<file path="src/rtl/word_serializer.sv">
// Parallel-in, serial-out unloader: captures D on LD and shifts it out one bit per SVALID/SREADY handshake.
// Optional trailing even-parity bit when WORD_SERIALIZER_PARITY_EN is defined.
module word_serializer #(
    parameter int width     = 32,
    parameter bit MSB_FIRST = 1'b1
) (
    input  logic             CLK,
    input  logic             RST_N,
    input  logic             LD,
    input  logic [width-1:0] D,
    output logic             BUSY,
    output logic             SOUT,
    output logic             SVALID,
    input  logic             SREADY,
    output logic             DONE
);
    localparam int CW = $clog2(width + 1);

    localparam logic [1:0] S_IDLE   = 2'd0;
    localparam logic [1:0] S_SHIFT  = 2'd1;
`ifdef WORD_SERIALIZER_PARITY_EN
    localparam logic [1:0] S_PARITY = 2'd2;
`endif

    logic [1:0]       state_q, state_d;
    logic [width-1:0] sr_q, sr_d;
    logic [CW-1:0]    cnt_q, cnt_d;
    logic             done_q, done_d;
    logic             data_bit;
    logic             hs;

`ifdef WORD_SERIALIZER_PARITY_EN
    logic par_q, par_d;
`endif

    assign data_bit = MSB_FIRST ? sr_q[width-1] : sr_q[0];
    assign BUSY     = (state_q != S_IDLE);
    assign SVALID   = BUSY;
    assign hs       = SVALID & SREADY;
    assign DONE     = done_q;

    always_comb begin
        SOUT = 1'b0;
        if (state_q == S_SHIFT) SOUT = data_bit;
`ifdef WORD_SERIALIZER_PARITY_EN
        if (state_q == S_PARITY) SOUT = par_q;
`endif
    end

    always_comb begin
        state_d = state_q;
        sr_d    = sr_q;
        cnt_d   = cnt_q;
        done_d  = 1'b0;
`ifdef WORD_SERIALIZER_PARITY_EN
        par_d   = par_q;
`endif
        case (state_q)
            S_IDLE: begin
                if (LD) begin
                    sr_d    = D;
                    cnt_d   = CW'(width);
                    state_d = S_SHIFT;
`ifdef WORD_SERIALIZER_PARITY_EN
                    par_d   = ^D;
`endif
                end
            end
            S_SHIFT: begin
                if (hs) begin
                    // Shift toward the output end, zero-filling behind.
                    sr_d  = MSB_FIRST ? {sr_q[width-2:0], 1'b0} : {1'b0, sr_q[width-1:1]};
                    cnt_d = cnt_q - CW'(1);
                    if (cnt_q == CW'(1)) begin
`ifdef WORD_SERIALIZER_PARITY_EN
                        state_d = S_PARITY;
`else
                        state_d = S_IDLE;
                        done_d  = 1'b1;
`endif
                    end
                end
            end
`ifdef WORD_SERIALIZER_PARITY_EN
            S_PARITY: begin
                if (hs) begin
                    state_d = S_IDLE;
                    done_d  = 1'b1;
                end
            end
`endif
            default: state_d = S_IDLE;
        endcase
    end

    always_ff @(posedge CLK or negedge RST_N) begin
        if (!RST_N) begin
            state_q <= S_IDLE;
            sr_q    <= '0;
            cnt_q   <= '0;
            done_q  <= 1'b0;
`ifdef WORD_SERIALIZER_PARITY_EN
            par_q   <= 1'b0;
`endif
        end else begin
            state_q <= state_d;
            sr_q    <= sr_d;
            cnt_q   <= cnt_d;
            done_q  <= done_d;
`ifdef WORD_SERIALIZER_PARITY_EN
            par_q   <= par_d;
`endif
        end
    end
endmodule

</file>
<file path="config.mk">
export PLATFORM = sky130hd
export DESIGN_NAME = word_serializer
export DESIGN_NICKNAME = d
export VERILOG_FILES = /design/src/rtl/word_serializer.sv
export SDC_FILE = /design/constraint.sdc
export NUM_CORES = 1
export LEC_CHECK = 0
export ABC_CLOCK_PERIOD_IN_PS = 3800
export BUFFER_PORTS_ARGS = -buffer_cell sky130_fd_sc_hd__clkbuf_2
export CAP_MARGIN = 5
export CORE_ASPECT_RATIO = 1.25
export CORE_MARGIN = 5
export CORE_UTILIZATION = 30
export DETAILED_ROUTE_END_ITERATION = 16
export RECOVER_POWER = 25
export SETUP_SLACK_MARGIN = 0.4
export SYNTH_ARGS = -nofsm -noshare
export SYNTH_HDL_FRONTEND = slang
export SYNTH_SLANG_ARGS = --single-unit
</file>
<file path="constraint.sdc">
create_clock -name CLK -period 3.8 [get_ports CLK]
set_clock_uncertainty 0.15 [all_clocks]
set_input_delay 0.38 -clock CLK [delete_from_list [all_inputs] [get_ports CLK]]
set_output_delay 0.38 -clock CLK [all_outputs]
set_load 0.01 [all_outputs]
</file>
Word level (Yosys, flattened, before mapping)
Cells that the tools add are included.

Register bits: 41. Word-level logic and storage cells: 30. Output and inout bits: 4. Input port bits: 36.

Reductions and logical operators: 5. Bitwise operators: 1. $add $sub $neg: 1. Equal/unequal tests: 5. Muxes and demuxes: 14.

Operators by type and width (number): $mux W32 (2); $pmux W32 S2 (1); $mux W6 (2); $pmux W6 S2 (1); $eq A6 B1 Y1 const B (1); $mux W2 (3); $reduce_and A3 Y1 (2); $sub A6 B1 Y6 const B (1); $mux W1 (4); $ne A2 B2 Y1 const B (2); $pmux W2 S2 (1); $reduce_bool A2 Y1 (2); $eq A2 B1 Y1 const B (1); $logic_not A2 Y1 (1); $ne A2 B1 Y1 const B (1); $and A1 B1 Y1 (1).

Logic depth before layout (Yosys ltp)
Gate-level depths: netlist of run 1.

Word-level depth: 4. Depth in mapped cells: 6. Gate-level depth less buffers: 5.

Worst setup path before layout of run 1
OpenSTA, ideal clock, no wires.

Kind: flip-flop to flip-flop. Start: register cnt_q[0]. End: register cnt_q[4]. Cell stages (with the launch flop): 6. Arrival time: 1.460 ns. Setup time: 0.077 ns. Clock period less this slack: 1.688 ns. Buffers on the path: 0. Path slack: 2.112 ns. Data required time: 3.573 ns. Cells stage by stage: dfrtp_1 -> inv_1 -> ha_1 -> or3b_2 -> or3_1 -> a21oi_1.

Word-level cells in the longest chain between the ends: 3.

Ends and longest elaborated chain: start: declaration (RTL line 27) `logic [CW-1:0] cnt_q, cnt_d;`; start signal: assignment (RTL line 108) `cnt_q <= cnt_d;`; $sub A6 B1 Y6 (RTL line 73) `cnt_d = cnt_q - CW'(1);`; $mux W6 (RTL line 70) `if (hs) begin`; $pmux W6 S2 (RTL line 58) `case (state_q)`.

Every way passes these cells. The select of a mux whose other input is x is not followed. A chain may end at the register's enable or synchronous reset.

==> impl_results.md, run 1 <==
* Cells along the critical path: clkbuf_1
* Final Hold Fails at 0
* Most frequent cell after synthesis: dfrtp_1
* Clock Latency Late Sink at 0.29 ns
* Outcome: finished, violations left
* 1st-iter DRT viols at 58
* Root buffer cell: clkbuf_8
* Routed WL per cell at 12.68 um
* M1 GR Usage at 0.1316
* Die Ht at 98.43 um
* Share of the yosys chip area belonging to registers at 0.5333
* Number of global-route vias before repair at 1,373
* First-pass GRT wire length at 6.258 mm
* Area grow syn2layout at 18.47%
* Gate Count Post-Synth at 179
* Final-report setup violation count at 0
* Most common flop cell mapped by yosys: dfrtp_1
* Setup_tns at 0 ns
* Synth area leader: dfrtp_1
* Nature of the critical path endpoint: asynchronous set/reset pin
* PwrDens at 598.6 nW/um2
* Final core utilization at 0.3629
* FFs w/ async S/R, synth at 1.000
* Drt total wl at 3.791 mm
* Grt met2 use at 0.1588
* Syn. warnings at 0
* Power, Total at 1.331 mW
* Antenna diode count at 0
* Clock tree buffer depth at 2
* Gpl congestion at 0.7305
* Io pins at 40
* Fmax at 429.6 MHz
* Commonest cells in the netlist: 40 x dfrtp_1, 33 x mux2i_1, 33 x nand2_1, 33 x o21ai_0, 6 x nor2_1
* Mapped Area at 1877 um2
* Pleak at 1.198 nW
* Grt peak-use layer: met2
* WS Path Type: input pin to asynchronous set/reset pin
* Worst hold slack at 0.1724 ns
* Drc violations at 0
* Worst Path Buf+Inv at 1
* Worst-path fanout max at 40
* CTS tree: done
* Syn Nets at 217
* Total of max-cap violations at 1
* Detailed Place HPWL at 2.597 mm
* Synthesized flop and latch total at 40
* Worst Path Required at 3.43 ns
* DP Worst Slack at 1.685 ns
* Max-slew headroom at the worst pin at -0.4854
* Nets at 252
* Post-CTS sizing at 0
* Share of cells above drive strength 1 at 0.2336
* Inserted Clock Buffers at 5
* Crit share post-route at 0.6126
* Count of different cell masters after synthesis at 24
* Slew @ Worst Pin at 2.228 ns
* Worst IR drop on VDD at 0.2426 mV
* Final Max Tran Viols at 41
* Core area at 6126 um2
* Post-synth EDFFs at 0
* Placed insts at 292
* RSZ-0062 raised after global routing: no
* Pin count of the biggest net entering global routing at 43
* CTS HTree Levels at 2
* Initial core utilization at 0.3064
* Port buffer count at 39
* Post-DP Area at 2128 um2
* Via count at 1,324
* Std-Cell Rows at 32
* Initial antenna violation count at 0
* HP Class: input pin to flip-flop
* Non-Filler Instances at 299
* Die Footprint at 7948 um2
* Antenna Nets Post-Route at 0
* # fillers at 627
* CP peak stage delay at 1.56 ns
* CP Data Arrival Time at 1.96 ns
* CP top delay family: buffers and inverters
* Die Span X at 80.75 um
* Via density at 4.428
* CTS clk-pin slew, worst paths at 0.07 ns
* Violated checks: capacitance limit, slew limit
* Synth top area share at 0.5333
* CTS Hold Bufs at 0
* Crit-path slowest cell: clkbuf_1
* Gr ovfl total at 0
* Clock sinks at 40
* Synth area leaders: dfrtp_1 53%, mux2i_1 18%, o21ai_0 8.8%
* Post-CTS setup buffer count at 0
* Final worst slack at 1.472 ns
* Min Tclk post-route at 2.328 ns
* Fin area at 2223 um2
* Total GRT Usage at 0.1029
* CP Launch Type: input pin
* Met3 Use GR at 0.02834
* Mapped Avg Cell Area at 10.48 um2
* DRT Pass-1 Iters at 4
==> path summary, 6_finish.rpt <==
path | startpoint | to | slack (ns) | cells past startpoint
worst max-delay path | RST_N | state_q[0] | 1.47 | 1
worst min-delay path | D[0] | sr_q[0] | 0.17 | 2
worst max register to register | state_q[0] | cnt_q[3] | 1.81 | 4
worst min register to register | sr_q[20] | sr_q[20] | 0.33 | 2
max in group CLK | state_q[0] | SOUT | 1.70 | 3
min in group asynchronous | RST_N | sr_q[19] | 0.59 | 1
==> cells by family after synthesis <==
| group | synth area share |
|---|---|
| AND/OR/NAND/NOR | 0.1140 |
| adder cells (fa/ha/maj) | 0.01333 |
| multiplexers | 0.1760 |
| flip-flops | 0.5333 |
| buffers and inverters | 0.04600 |
| XOR/XNOR | 0.004668 |
| AO/OA/AOI/OAI | 0.1127 |
==> cell usage in the layout (no fill, tap or decap), types with 2 or more instances in the layout <==
cell and instances:
ha_1 2, o21ai_0 33, clkbuf_8 7, nand2_1 33, a21oi_1 3, inv_1 2
buf_4 2, mux2i_1 32, clkbuf_2 38, nor2_1 6, dfrtp_1 39, or3_1 3
==> area by class of cell <==
| cell class | count | area, um2 | share of cell area |
|---|---|---|---|
| repair buffers | 41 | 209.0 | 0.09398 |
| flip-flops and latches | 40 | 1002 | 0.4508 |
| inverters | 2 | 7.507 | 0.003376 |
| multi-input cells | 124 | 802.0 | 0.3607 |
| clock buffers | 7 | 96.34 | 0.04333 |
| well taps | 85 | 106.4 | 0.04783 |
==> flip-flops by register name, indices dropped and copies added (netlist names) <==
register	count
state_q	1
sr_q	32
DONE	1
cnt_q	6
==> report_power, final <==
group | total [mW] | switching, mW | internal, mW | leakage, nW
sequential | 0.680 | 0.0924 | 0.587 | 0.524
combinational | 0.347 | 0.175 | 0.172 | 0.624
clock | 0.304 | 0.142 | 0.162 | 0.0503
==> routing by layer <==
layer,part of all wire,up-vias
li1,-,684
met5,0,-
met2,0.44,28
met4,0.022,0
met3,0.043,8
met1,0.49,604
No activity file was read; power rests on OpenSTA's default activity.
==> run 2, diff against run 1 <==
Settings changed: ABC_AREA set to 1, ABC_CLOCK_PERIOD_IN_PS 3800 to 2100.
Clock period 3.8 ns to 2.1 ns, I/O delays scaled along.
==> impl_results.md, run 2 <==
* Pleak at 1.128 nW
* Hold Path Origin: D[29]
* Die Footprint at 7924 um2
* WS Path Type: flip-flop to output pin
* Total of max-cap violations at 0
* CP Launch Type: flip-flop
* Initial core utilization at 0.3054
* Hold path depth at 3
* Min Tclk post-route at 1.566 ns
* Worst-path fanout max at 20
* Pin count of the biggest net entering global routing at 35
* Antenna Nets Post-Route at 0
* Synth top area share at 0.5351
* FF-to-FF setup slack at 0.59 ns
* Fmax at 638.7 MHz
* Post-DP Area at 2131 um2
* Syn Nets at 264
* Core area at 6126 um2
* Inserted Clock Buffers at 5
* Die Span X at 80.63 um
* Final Hold Fails at 0
* Most frequent cells in the layout: 75 x nand2_1, 39 x dfrtp_1, 38 x nor2_1
* Clock Latency Late Sink at 0.30 ns
* Routed WL per cell at 11.66 um
* R2R Path Start: state_q[0]
* 1st-iter DRT viols at 91
* Slew @ Worst Pin at 0.8171 ns
* HP Class: input pin to flip-flop
* Worst r2r path cells at 6
* RSZ-0062 raised after global routing: no
* Antenna diode count at 0
* CP Data Arrival Time at 1.21 ns
* Multi-input combinational cell area at 748.2 um2
* CP startpoint: state_q[0]
* Worst flop-to-flop path endpoint: sr_q[27]
* FFs w/ async S/R, synth at 1.000
* Root buffer cell: clkbuf_8
* Hold worst-path end: sr_q[29]
* Gpl congestion at 0.7694
* Clock sinks at 40
* Cells along the critical path: buf_6, nand2_1, inv_1, clkbuf_2
* Synthesized flop and latch total at 40
* Worst Path Buf+Inv at 3
* # fillers at 675
* Most common cell after layout, fill and taps aside: nand2_1
* Syn. warnings at 0
* First-pass GRT wire length at 7.424 mm
* Drc violations at 0
* Std-Cell Rows at 32
* Via density at 4.569
* Share of the yosys chip area belonging to registers at 0.5351
* Commonest cells in the netlist: 75 x nand2_1, 40 x dfrtp_1, 38 x nor2_1
* Setup_tns at 0 ns
* Final Max Tran Viols at 0
* Worst IR drop on VDD at 0.3680 mV
* Synth area leaders: dfrtp_1 54%, nand2_1 15%, a31oi_1 10%
* Via count at 1,645
* CP peak stage delay at 0.46 ns
* Io pins at 40
* Detailed Place HPWL at 3.010 mm
* Initial antenna violation count at 0
* Synth area leader: dfrtp_1
* Outcome: finished clean
* Gate Count Post-Synth at 226
* Number of global-route vias before repair at 1,663
* PwrDens at 1216 nW/um2
* Share of cells above drive strength 1 at 0.2145
* Post-synth EDFFs at 0
* Largest regs: sr_q (32), cnt_q (6)
* Largest register by flop count: sr_q
* Most frequent cell after synthesis: nand2_1
* Total GRT Usage at 0.1190
* Reg area at 1002 um2
* Crit-path slowest cell: dfrtp_2
* Gr ovfl total at 0
* Final-report setup violation count at 0
* Most common flop cell mapped by yosys: dfrtp_1
* Worst Path Required at 1.74 ns
* Count of different cell masters after synthesis at 21
* CTS tree: done
* DRT Pass-1 Iters at 4
* Crit. path cell count at 4
* CP top delay family: flip-flops
* CTS clk-pin slew, worst paths at 0.09 ns
* Drt total wl at 4.197 mm
* Die Ht at 98.29 um
* Number of flip-flops in the largest register at 32
* Crit share post-route at 0.7456
* Fin area at 2359 um2
* Nets at 312
* Port buffer count at 39
* CTS HTree Levels at 2
* Max-slew headroom at the worst pin at 0.4553
* Mapped Avg Cell Area at 8.277 um2
* Area grow syn2layout at 26.09%
* Clock tree buffer depth at 2
* Nature of the critical path endpoint: output pin
* Mapped Area at 1871 um2
-- run 2: changes by cell type after synthesis, sizes merged, moves of 6 or more --
cell / delta
mux2i: -33
o21ai: -31
nor2: +32
inv: +7
a31oi: +31
nand3: +6
nand2: +45
-- run 2: cell type report --
cell class,instances,area share
inverter,9,0.01538
tap,85,0.04509
multi-input combinational,162,0.3172
clock buffer,5,0.02918
sequential,40,0.4249
clock inverter,3,0.01963
timing repair buffer,56,0.1485
-- run 2: stage by stage --
stage | total power [mW] | utilization | instances | hold slack, ns | setup slack, ns
floorplan | 1.982 | - | 226 | -0.2356 | 0.7461
global placement | 2.184 | 0.3478 | 342 | -0.01039 | 0.4308
detailed placement | 2.211 | 0.3478 | 342 | -0.005538 | 0.3493
CTS | 2.879 | 0.3815 | 359 | 0.002652 | 0.4213
global route | 3.118 | 0.3850 | 360 | 0.01427 | 0.2849
finish | 2.868 | 0.3850 | 360 | 0.002671 | 0.5343
-- run 2: where the power goes --
group / total, mW / switching [mW] / leakage [nW] / internal [mW]
logic: 0.905 / 0.505 / 0.648 / 0.401
registers: 1.31 / 0.203 / 0.426 / 1.11
clock network: 0.649 / 0.291 / 0.0548 / 0.358
-- run 2: worst max path at each step --
stage	to	slack, ns
after floorplan	cnt_q[3]	0.75
after detailed placement	sr_q[11]	0.35
after CTS	SOUT	0.42
final	SOUT	0.53
after global placement	sr_q[3]	0.43
after global routing	state_q[0]	0.28
-- run 2: layer usage --
metal  up-vias  wire, um  global-route usage
li1        831         -                   -
met1       766      1898              0.1439
met2        40      2033              0.2003
met3         8       186             0.03044
met4         0        78             0.04551
met5         -         0                   0
-- run 2: what timing repair did --
item | CTS | global route
setup endpoints to repair | 15 | 18
resized for setup | 1 | 3
hold endpoints to repair | 22 | 0
setup buffers | 0 | 1
hold buffers | 9 | 0
-- run 2: logic make-up after synthesis --
group           synth area share
buf+inv                  0.06957
flops                     0.5351
simple gates              0.2649
compound gates            0.1124
xor+xnor                0.004683
fa+ha+maj                0.01338
-- run 2: worst reg2reg max path: cells and delay by family (launching register included) --
family,cells,cell delay [ns]
flops,1,0.48
simple gates,3,0.35
buf+inv,2,0.32
compound gates,1,0.14
==> run 3, diff against run 2 <==
Settings changed: ABC_AREA 1 to 0, ABC_CLOCK_PERIOD_IN_PS 2100 to 1500.
Clock period 2.1 ns to 1.5 ns, I/O delays scaled along.
==> impl_results.md, run 3 (synthesis gave the netlist of run 1 again) <==
* Outcome: finished, violations left
* Violated checks: setup timing
* Final Max Tran Viols at 0
* Die Span X at 80.75 um
* Number of global-route vias before repair at 1,767
* PwrDens at 1350 nW/um2
* Initial antenna violation count at 0
* CTS tree: done
* Initial core utilization at 0.3064
* Fmax at 600.4 MHz
* Total of max-cap violations at 0
* CP Launch Type: flip-flop
* Share of cells above drive strength 1 at 0.5809
* Worst Path Required at 1.57 ns
* DR WL met2 at 2.687 mm
* Core area at 6126 um2
* Final-report setup violation count at 15
* HP Class: input pin to flip-flop
* CTS HTree Levels at 2
* Nature of the critical path endpoint: flip-flop
* Worst-path fanout max at 2
* Min Tclk post-route at 1.666 ns
* Final core utilization at 0.5527
* Drc violations at 0
* Post-DP Area at 2230 um2
* WS Path Type: flip-flop to flip-flop
* Power, Total at 4.572 mW
* 1st-iter DRT viols at 55
* Die Ht at 98.43 um
* Highest metal used: met4
* First-pass GRT wire length at 8.418 mm
* Gpl congestion at 0.7351
* Max-slew headroom at the worst pin at 0.6291
* CTS clk-pin slew, worst paths at 0.08 ns
* Largest register by flop count: sr_q
* CP Data Arrival Time at 1.73 ns
* Via density at 4.633
* Worst IR drop on VDD at 0.7426 mV
* RSZ-0062 raised after global routing: yes
* Total GRT Usage at 0.1371
* Slew @ Worst Pin at 0.5564 ns
* Io pins at 40
* Area grow syn2layout at 80.40%
* Gr ovfl total at 0
* Most common cell after layout, fill and taps aside: dfrtp_1
* Clock tree buffer depth at 2
* Setup_tns at -0.8852 ns
* Detailed Place HPWL at 2.604 mm
* Pin count of the biggest net entering global routing at 41
* Inserted Clock Buffers at 5
* Most frequent cells in the layout: 39 x dfrtp_1, 35 x clkbuf_2, 27 x mux2i_1
* Nets at 309
* Port buffer count at 39
* Clock Latency Late Sink at 0.29 ns
* M1 wire length at 2.175 mm
* Clock sinks at 40
* Drt total wl at 5.101 mm
* Pleak at 1.750 nW
* Die Footprint at 7948 um2
* Largest regs: sr_q (32), cnt_q (6)
* Routed met3 length at 177 um
* Std-Cell Rows at 32
* Root buffer cell: clkbuf_8
* Crit share post-route at 1.110
* DRT Pass-1 Iters at 4
* Via count at 1,654
* Number of flip-flops in the largest register at 32
* Antenna diode count at 0
* Antenna Nets Post-Route at 0
* Routed WL per cell at 14.29 um
* Final worst slack at -0.1656 ns
* Final Hold Fails at 0
* Fin area at 3386 um2
-- run 3: cell types whose count changed in the layout (fill, tap and decap cells not counted), sizes merged, moves of 6 or more --
cell / before / now
nand2: 78 / 33
mux2i: 0 / 33
nor2: 38 / 6
a31oi: 31 / 0
o21ai: 2 / 33
buf: 8 / 38
dlygate4sd3: 9 / 22
inv: 10 / 2
nand3: 6 / 0
-- run 3: final cells by class --
type / count / area [um2]
multi-input combinational: 124 / 1156
sequential: 40 / 1002
fill: 534 / 2740
clock inverter: 2 / 10.01
clock buffer: 6 / 82.58
timing repair buffer: 98 / 1021
inverter: 2 / 7.507
tap: 85 / 106.4
-- run 3: repair_timing --
item                                    4_1_cts  5_1_grt
endpoints found under the setup margin       43       44
hold buffers                                 22        0
gates cloned                                  8        2
buffers inserted                             13        5
endpoints found under the hold margin        61        0
pin swaps                                    10       11
gates resized for setup                      72       54
-- run 3: through the flow --
| stage | worst slack, ns | hold slack [ns] | instances |
|---|---|---|---|
| final | -0.1656 | 0.005897 | 357 |
| after CTS | -0.1467 | 0.0002090 | 350 |
| after detailed placement | -0.1424 | -0.006697 | 299 |
| after floorplan | -0.1114 | -0.2956 | 179 |
| after global placement | -0.1177 | -0.004448 | 299 |
| after global routing | -0.1987 | 0.007639 | 357 |
-- run 3: final timing paths --
path / end / cells past startpoint / slack [ns] / from
max reg2reg: cnt_q[4] / 5 / -0.17 / cnt_q[1]
max: cnt_q[4] / 5 / -0.17 / cnt_q[1]
max in group asynchronous: state_q[0] / 3 / 0.44 / RST_N
min reg2reg: sr_q[28] / 2 / 0.34 / sr_q[28]
min in group asynchronous: sr_q[12] / 3 / 0.34 / RST_N
min: sr_q[17] / 3 / 0.006 / D[17]
-- run 3: critical path: stages, from the launching register on --
cell,delay (ns)
dfrtp_1,0.39
inv_2,0.08
ha_4,0.13
or3b_4,0.37
or3_1,0.32
a21oi_1,0.15
-- run 3: metal layers --
metal	vias to the layer above	GRT usage
met5	-	0
met4	0	0.03901
met3	4	0.03108
met2	27	0.2309
met1	809	0.1749
li1	814	-
-- run 3: power breakdown --
group / internal [mW] / switching, mW
Clock: 0.367 / 0.374
Combinational: 1.16 / 0.804
Sequential: 1.49 / 0.382
